===== config.mk =====
export PLATFORM = sky130hd
export DESIGN_NAME = memory_stage
export DESIGN_NICKNAME = d
export VERILOG_FILES = /design/src/rtl/neocore_pkg.sv /design/src/rtl/memory_stage.sv
export SDC_FILE = /design/constraint.sdc
export NUM_CORES = 1
export LEC_CHECK = 0
export ABC_CLOCK_PERIOD_IN_PS = 9100
export CAP_MARGIN = 20
export CELL_PAD_IN_SITES_DETAIL_PLACEMENT = 1
export CELL_PAD_IN_SITES_GLOBAL_PLACEMENT = 2
export CORE_MARGIN = 2
export CORE_UTILIZATION = 26
export CTS_CLUSTER_DIAMETER = 120
export DETAILED_ROUTE_END_ITERATION = 8
export PLACE_DENSITY = 0.91
export SYNTH_ARGS = -nofsm -noshare
export SYNTH_HDL_FRONTEND = slang
export SYNTH_SLANG_ARGS = --single-unit

===== constraint.sdc =====
create_clock -name clk -period 9.1 [get_ports clk]
set_input_delay 2.275 -clock clk [delete_from_list [all_inputs] [get_ports clk]]
set_output_delay 2.275 -clock clk [all_outputs]
set_load 0.02 [all_outputs]

===== src/rtl/neocore_pkg.sv =====
// Shared NeoCore pipeline payload types and widths.
package neocore_pkg;

    localparam int unsigned XLEN = 32;
    localparam int unsigned DLEN = 16;
    localparam int unsigned RLEN = 4;

    // EX/MEM register payload for one issue slot; alu_result doubles as the memory address.
    typedef struct packed {
        logic            valid;
        logic [XLEN-1:0] pc;
        logic [RLEN-1:0] rd_addr;
        logic [RLEN-1:0] rd2_addr;
        logic            rd_we;
        logic            rd2_we;
        logic [XLEN-1:0] alu_result;
        logic            mem_read;
        logic            mem_write;
        logic [1:0]      mem_size;
        logic [DLEN-1:0] mem_wdata;
        logic            is_halt;
    } ex_mem_t;

    // MEM/WB register payload for one issue slot.
    typedef struct packed {
        logic            valid;
        logic [XLEN-1:0] pc;
        logic [RLEN-1:0] rd_addr;
        logic [RLEN-1:0] rd2_addr;
        logic            rd_we;
        logic            rd2_we;
        logic [DLEN-1:0] wb_data;
        logic [DLEN-1:0] wb2_data;
        logic            is_halt;
    } mem_wb_t;

    // One data-memory beat as driven on the dmem port.
    typedef struct packed {
        logic [XLEN-1:0] addr;
        logic [1:0]      be;
        logic            we;
        logic [DLEN-1:0] wdata;
    } dmem_beat_t;

endpackage


===== src/rtl/memory_stage.sv =====
// NeoCore MEM stage: serialises both slots' loads/stores onto one 16-bit
// big-endian data port and registers the writeback payloads.
module memory_stage
    import neocore_pkg::*;
(
    input  logic            clk,
    input  logic            rst,
    input  ex_mem_t         ex_mem_0,
    input  ex_mem_t         ex_mem_1,
    output logic            dmem_req,
    output logic            dmem_we,
    output logic [XLEN-1:0] dmem_addr,
    output logic [1:0]      dmem_be,
    output logic [DLEN-1:0] dmem_wdata,
    input  logic [DLEN-1:0] dmem_rdata,
    input  logic            dmem_ack,
    output logic            mem_stall,
    output mem_wb_t         mem_wb_0,
    output mem_wb_t         mem_wb_1,
    output logic [DLEN-1:0] mem_fwd_data_0,
    output logic [DLEN-1:0] mem_fwd_data_1
);

    localparam logic [1:0] S_IDLE = 2'b00;
    localparam logic [1:0] S_ACC0 = 2'b01;
    localparam logic [1:0] S_ACC1 = 2'b10;
    localparam logic [1:0] S_DONE = 2'b11;

    logic [1:0]      state, state_nxt;
    logic            beat, beat_nxt;
    logic [7:0]      hi_byte, hi_byte_nxt;
    logic [DLEN-1:0] ld0, ld0_nxt, ld1, ld1_nxt;
    logic            req_nxt;
    dmem_beat_t      issue_nxt;
    mem_wb_t         wb0_nxt, wb1_nxt;
    logic            need0, need1;
    ex_mem_t         cur_slot;
    logic            cur_last;

    // Address, lanes and data for beat b of a slot's access.
    function automatic dmem_beat_t plan_beat(input ex_mem_t s, input logic b);
        dmem_beat_t      p;
        logic [XLEN-1:0] base;
        base    = {s.alu_result[XLEN-1:1], 1'b0};
        p.addr  = base;
        p.we    = s.mem_write;
        p.be    = 2'b11;
        p.wdata = s.mem_wdata;
        if (s.mem_size == 2'b00) begin
            p.be    = s.alu_result[0] ? 2'b01 : 2'b10;
            p.wdata = {2{s.mem_wdata[7:0]}};
        end else if (s.alu_result[0]) begin
            if (!b) begin
                p.be    = 2'b01;
                p.wdata = {2{s.mem_wdata[15:8]}};
            end else begin
                p.addr  = base + XLEN'(2);
                p.be    = 2'b10;
                p.wdata = {2{s.mem_wdata[7:0]}};
            end
        end
        return p;
    endfunction

    // Only the first beat of a misaligned halfword is non-final.
    function automatic logic beat_is_last(input ex_mem_t s, input logic b);
        return !((s.mem_size != 2'b00) && s.alu_result[0] && !b);
    endfunction

    // Assemble the load result on the final beat (byte loads zero-extended).
    function automatic logic [DLEN-1:0] load_value(input ex_mem_t s, input logic [7:0] hb,
                                                    input logic [DLEN-1:0] rd);
        if (s.mem_size == 2'b00)
            return s.alu_result[0] ? {8'h00, rd[7:0]} : {8'h00, rd[15:8]};
        else if (s.alu_result[0])
            return {hb, rd[15:8]};
        else
            return rd;
    endfunction

    // Writeback payload; invalid slots never write the register file.
    function automatic mem_wb_t build_wb(input ex_mem_t e, input logic [DLEN-1:0] ld);
        mem_wb_t w;
        w.valid    = e.valid;
        w.pc       = e.pc;
        w.rd_addr  = e.rd_addr;
        w.rd2_addr = e.rd2_addr;
        w.rd_we    = e.valid && e.rd_we;
        w.rd2_we   = e.valid && e.rd2_we;
        w.wb_data  = (e.valid && e.mem_read) ? ld : e.alu_result[DLEN-1:0];
        w.wb2_data = e.alu_result[XLEN-1:DLEN];
        w.is_halt  = e.is_halt;
        return w;
    endfunction

    // Slot memory demand and upstream freeze.
    always_comb begin
        need0     = ex_mem_0.valid && (ex_mem_0.mem_read || ex_mem_0.mem_write);
        need1     = ex_mem_1.valid && (ex_mem_1.mem_read || ex_mem_1.mem_write);
        mem_stall = ((state == S_IDLE) && (need0 || need1)) ||
                    (state == S_ACC0) || (state == S_ACC1);
        cur_slot  = (state == S_ACC1) ? ex_mem_1 : ex_mem_0;
        cur_last  = beat_is_last(cur_slot, beat);
    end

    // Next-state and next-output logic.
    always_comb begin
        state_nxt   = state;
        beat_nxt    = beat;
        hi_byte_nxt = hi_byte;
        ld0_nxt     = ld0;
        ld1_nxt     = ld1;
        req_nxt     = dmem_req;
        issue_nxt   = {dmem_addr, dmem_be, dmem_we, dmem_wdata};
        wb0_nxt     = mem_wb_0;
        wb1_nxt     = mem_wb_1;
        case (state)
            S_IDLE: begin
                if (need0) begin
                    state_nxt = S_ACC0;
                    beat_nxt  = 1'b0;
                    req_nxt   = 1'b1;
                    issue_nxt = plan_beat(ex_mem_0, 1'b0);
                end else if (need1) begin
                    state_nxt = S_ACC1;
                    beat_nxt  = 1'b0;
                    req_nxt   = 1'b1;
                    issue_nxt = plan_beat(ex_mem_1, 1'b0);
                end else begin
                    wb0_nxt = build_wb(ex_mem_0, ld0);
                    wb1_nxt = build_wb(ex_mem_1, ld1);
                end
            end
            S_ACC0, S_ACC1: begin
                if (dmem_req && dmem_ack) begin
                    if (!cur_last) begin
                        hi_byte_nxt = dmem_rdata[7:0];
                        beat_nxt    = 1'b1;
                        issue_nxt   = plan_beat(cur_slot, 1'b1);
                    end else begin
                        if (state == S_ACC0)
                            ld0_nxt = load_value(cur_slot, hi_byte, dmem_rdata);
                        else
                            ld1_nxt = load_value(cur_slot, hi_byte, dmem_rdata);
                        if ((state == S_ACC0) && need1) begin
                            state_nxt = S_ACC1;
                            beat_nxt  = 1'b0;
                            issue_nxt = plan_beat(ex_mem_1, 1'b0);
                        end else begin
                            state_nxt    = S_DONE;
                            req_nxt      = 1'b0;
                            issue_nxt.we = 1'b0;
                            issue_nxt.be = 2'b00;
                        end
                    end
                end
            end
            default: begin
                state_nxt = S_IDLE;
                wb0_nxt   = build_wb(ex_mem_0, ld0);
                wb1_nxt   = build_wb(ex_mem_1, ld1);
            end
        endcase
    end

    // State and output registers; reset abandons any beat in flight.
    always_ff @(posedge clk) begin
        if (rst) begin
            state      <= S_IDLE;
            beat       <= 1'b0;
            hi_byte    <= '0;
            ld0        <= '0;
            ld1        <= '0;
            dmem_req   <= 1'b0;
            dmem_we    <= 1'b0;
            dmem_be    <= '0;
            dmem_addr  <= '0;
            dmem_wdata <= '0;
            mem_wb_0   <= '0;
            mem_wb_1   <= '0;
        end else begin
            state      <= state_nxt;
            beat       <= beat_nxt;
            hi_byte    <= hi_byte_nxt;
            ld0        <= ld0_nxt;
            ld1        <= ld1_nxt;
            dmem_req   <= req_nxt;
            dmem_we    <= issue_nxt.we;
            dmem_be    <= issue_nxt.be;
            dmem_addr  <= issue_nxt.addr;
            dmem_wdata <= issue_nxt.wdata;
            mem_wb_0   <= wb0_nxt;
            mem_wb_1   <= wb1_nxt;
        end
    end

    assign mem_fwd_data_0 = mem_wb_0.wb_data;
    assign mem_fwd_data_1 = mem_wb_1.wb_data;

endmodule


==> results.cfg <==
[sta]
period_share_pct = 78.4
max_slew_margin_pct = 26.4
drv_slew = 0
fmax_mhz = 140
setup_tns_ns = 0
rsz0062_at_grt = false
period_needed_ns = 7.14
setup_violations = 0
finalHoldViolCount = 0
skew_ns = 0.0159
tightest_slew_ns = 1.10

[routing]
num_vias = 12900
post_drt_wl_per_cell_microns = 21.0
dr.pass1.iters = 5
routed_via_density = 5.11
drt-initial-drc-count = 673
antenna_left = 0
drc_errors = 0
wl_mm = 53.0

[synth]
async_flop_share_pct = 0
synth-seq-area-share_pct = 40.5
synth.avg_cell_area_sq_um = 7.80
yosysUniqueCellTypes = 60
synth_area_sq_um = 12200
synth_ff_type = dfxtp_1
synth_edf_count = 0
ys_warn_count = 0
syn_nets = 1779
synthCells = 1560
ys_seq_elements = 246

[clock_tree]
cts_buffers = 30
cts_tree = built
post-cts-setup-buffer-count = 0
path_clk_slew_ns = 0.06
cts_root_buffer = clkbuf_16
cts_resized = 0
holdBufCountCts = 0
clk_latency_ns = 0.58
cts.sinks = 246
htreeDepth = 1
cts.path.max_buffers = 3

[critical_path]
r2r-start = state[0]
reg2reg_depth = 9
crit_path_end_kind = output pin
cp.required_ns = 6.83
path_class = in -> out
critPathMaxFanout = 19
critical_path_arrival_ns = 4.86
cp-start-kind = primary input
r2r-end = dmem_addr[22]
r2r_setup_slack_ns = 4.81
critPathCapture = mem_stall
crit_start = ex_mem_0[20]

[power]
power_w = 0.00626
power.density_nw_per_um2 = 349
sequentialPowerShare_pct = 26.0
p_leak_nw = 6.45
p_sw_share_pct = 42.9
power_switching_w = 0.00269
internal_power_w = 0.00357
combPwrFrac_pct = 52.1
p_clk_share_pct = 21.9
peakVddDrop_v = 0.000386

[floorplan]
io_pins = 448
core-area_sq_um = 46400
die_h_microns = 220
rows = 79
initial_utilization_pct = 26.2
chipWidth_microns = 220
dieArea_sq_um = 48500

[global_routing]
grt_pass1_vias = 13300
grtUsageTotal_pct = 20.8
grt_pass1_wl_mm = 78.7
grt-ovfl-total = 0
antenna_found_initial = 0
grt_max_degree = 185

[hold_path]
min_path_type = reg -> reg

[status]
outcome = completed

[place]
io_buffer_count = 446
hpwl_mm = 38.5
place.gp.congestion = 0.845

[final_layout]
antennaDiodeCount = 0
fin_nets = 2121
fillers = 5487
area_growth_pct = 47.7
drive_gt1_share_pct = 4.89

[flow_run]
drv_cap = 0
## layer usage
metal	up-vias	routed length, microns	track usage (%)
met2	388	25600	35.3
met4	0	1550	6.80
met5	-	0	0
met1	6348	23000	26.9
li1	6113	-	-
met3	85	2890	3.12
## cells in the final DEF, fill, tap and decap left out, types with 5 or more instances in the layout
cell / netlist / routed
clkinv_2: 0 / 5
clkdlybuf4s50_1: 0 / 445
nand3_1: 59 / 59
nand4_1: 9 / 9
a211o_1: 15 / 15
a311oi_1: 36 / 36
a211oi_1: 20 / 20
mux2i_1: 89 / 89
ha_1: 8 / 7
nor3_1: 12 / 11
dfxtp_1: 246 / 246
inv_1: 11 / 11
xnor2_1: 9 / 9
a21oi_1: 166 / 164
o221ai_1: 8 / 8
a221oi_1: 6 / 6
o32ai_1: 10 / 10
nand3b_1: 7 / 7
o22ai_1: 18 / 18
nor2_1: 125 / 124
o31ai_1: 5 / 5
a31oi_1: 10 / 10
clkbuf_8: 0 / 7
o21ai_0: 43 / 41
mux2_2: 5 / 5
clkbuf_16: 0 / 30
xor2_1: 17 / 17
nand2_1: 389 / 388
nand2b_1: 7 / 7
bufinv_16: 0 / 8
a22oi_1: 25 / 25
buf_4: 33 / 18
## critical path, cell delays in order
cell and delay (ns):
clkdlybuf4s50_1 0.82, o21ai_1 0.71, nand2_1 0.22, nand2_1 0.19
nand2_1 0.07, clkdlybuf4s50_1 0.56
## cells in the mapped netlist, types with 9 or more instances
cell	count	area (sq um)
o32ai_1	10	87.6
buf_4	33	248
xnor2_1	9	78.8
dfxtp_1	246	4920
nand4_1	9	56.3
inv_1	11	41.3
a211o_1	15	131
a22oi_1	25	188
mux2i_1	89	891
nor3_1	12	60.1
nand3_1	59	295
a211oi_1	20	150
xor2_1	17	149
o21ai_0	43	215
a31oi_1	10	62.6
buf_2	37	185
clkbuf_1	80	300
nand2_1	389	1460
nor2_1	125	469
a311oi_1	36	315
o22ai_1	18	113
a21oi_1	166	831
## power by group through the flow
stage | registers, W | logic (W) | clock network, W
2_1_floorplan | 0.00198 | 0.00162 | 0
3_3_place_gp | 0.00164 | 0.00319 | 0
3_5_place_dp | 0.00165 | 0.00328 | 0
4_1_cts | 0.00163 | 0.00329 | 0.00141
5_1_grt | 0.00167 | 0.00352 | 0.00145
6_report | 0.00163 | 0.00326 | 0.00137
## sequential cells by signal, summed over array words and instances, names as in the netlist
name            flops
mem_wb_0           60
mem_fwd_data_1     16
ld1                16
state               2
dmem_we             1
hi_byte             8
ld0                16
dmem_wdata         16
dmem_addr          31
dmem_req            1
mem_fwd_data_0     16
mem_wb_1           60
beat                1
dmem_be             2
## stage by stage
step                      hold slack, ns  area (sq um)  worst slack, ns  instances  util, %
after global placement             0.441         16800             2.02       2477     36.3
after floorplan                    0.437         12200             3.69       1560        -
after global routing               0.473         18000             1.85       2531     38.7
after CTS                          0.454         18000             2.00       2531     38.7
after detailed placement           0.446         16800             2.01       2477     36.3
final                              0.452         18000             1.96       2531     38.7
## final cells by class
cell class	instances	area, sq um	area share, %
clock buffers	40	848	4.72
repair buffers	465	4620	25.7
multi-input cells	1148	6480	36.1
well taps	607	759	4.23
clock inverters	14	282	1.57
inverters	11	41.3	0.230
flip-flops and latches	246	4920	27.4
## cells by family (layout without fill, tap and decap cells)
kind of cell / count (synthesis) / after routing / synth area share [%]
adder cells (fa/ha/maj): 8 / 8 / 0.823
XOR/XNOR: 26 / 26 / 1.87
other: 1 / 1 / 0.0308
AND/OR/NAND/NOR: 628 / 628 / 21.4
multiplexers: 95 / 95 / 7.97
flip-flops: 246 / 246 / 40.5
buffers and inverters: 166 / 530 / 6.68
AO/OA/AOI/OAI: 390 / 390 / 20.7
## worst min path at each step
stage,from,end,slack [ns],depth (start not counted)
floorplan,ld0[15],ld0[15],0.44,2
global placement,dmem_addr[5],dmem_addr[5],0.44,2
detailed placement,mem_wb_1[51],mem_wb_1[51],0.45,2
CTS,mem_wb_1[51],mem_wb_1[51],0.45,2
global route,mem_wb_1[51],mem_wb_1[51],0.47,2
finish,mem_wb_0[37],mem_wb_0[37],0.45,2
(Power assumes the default switching activity.)
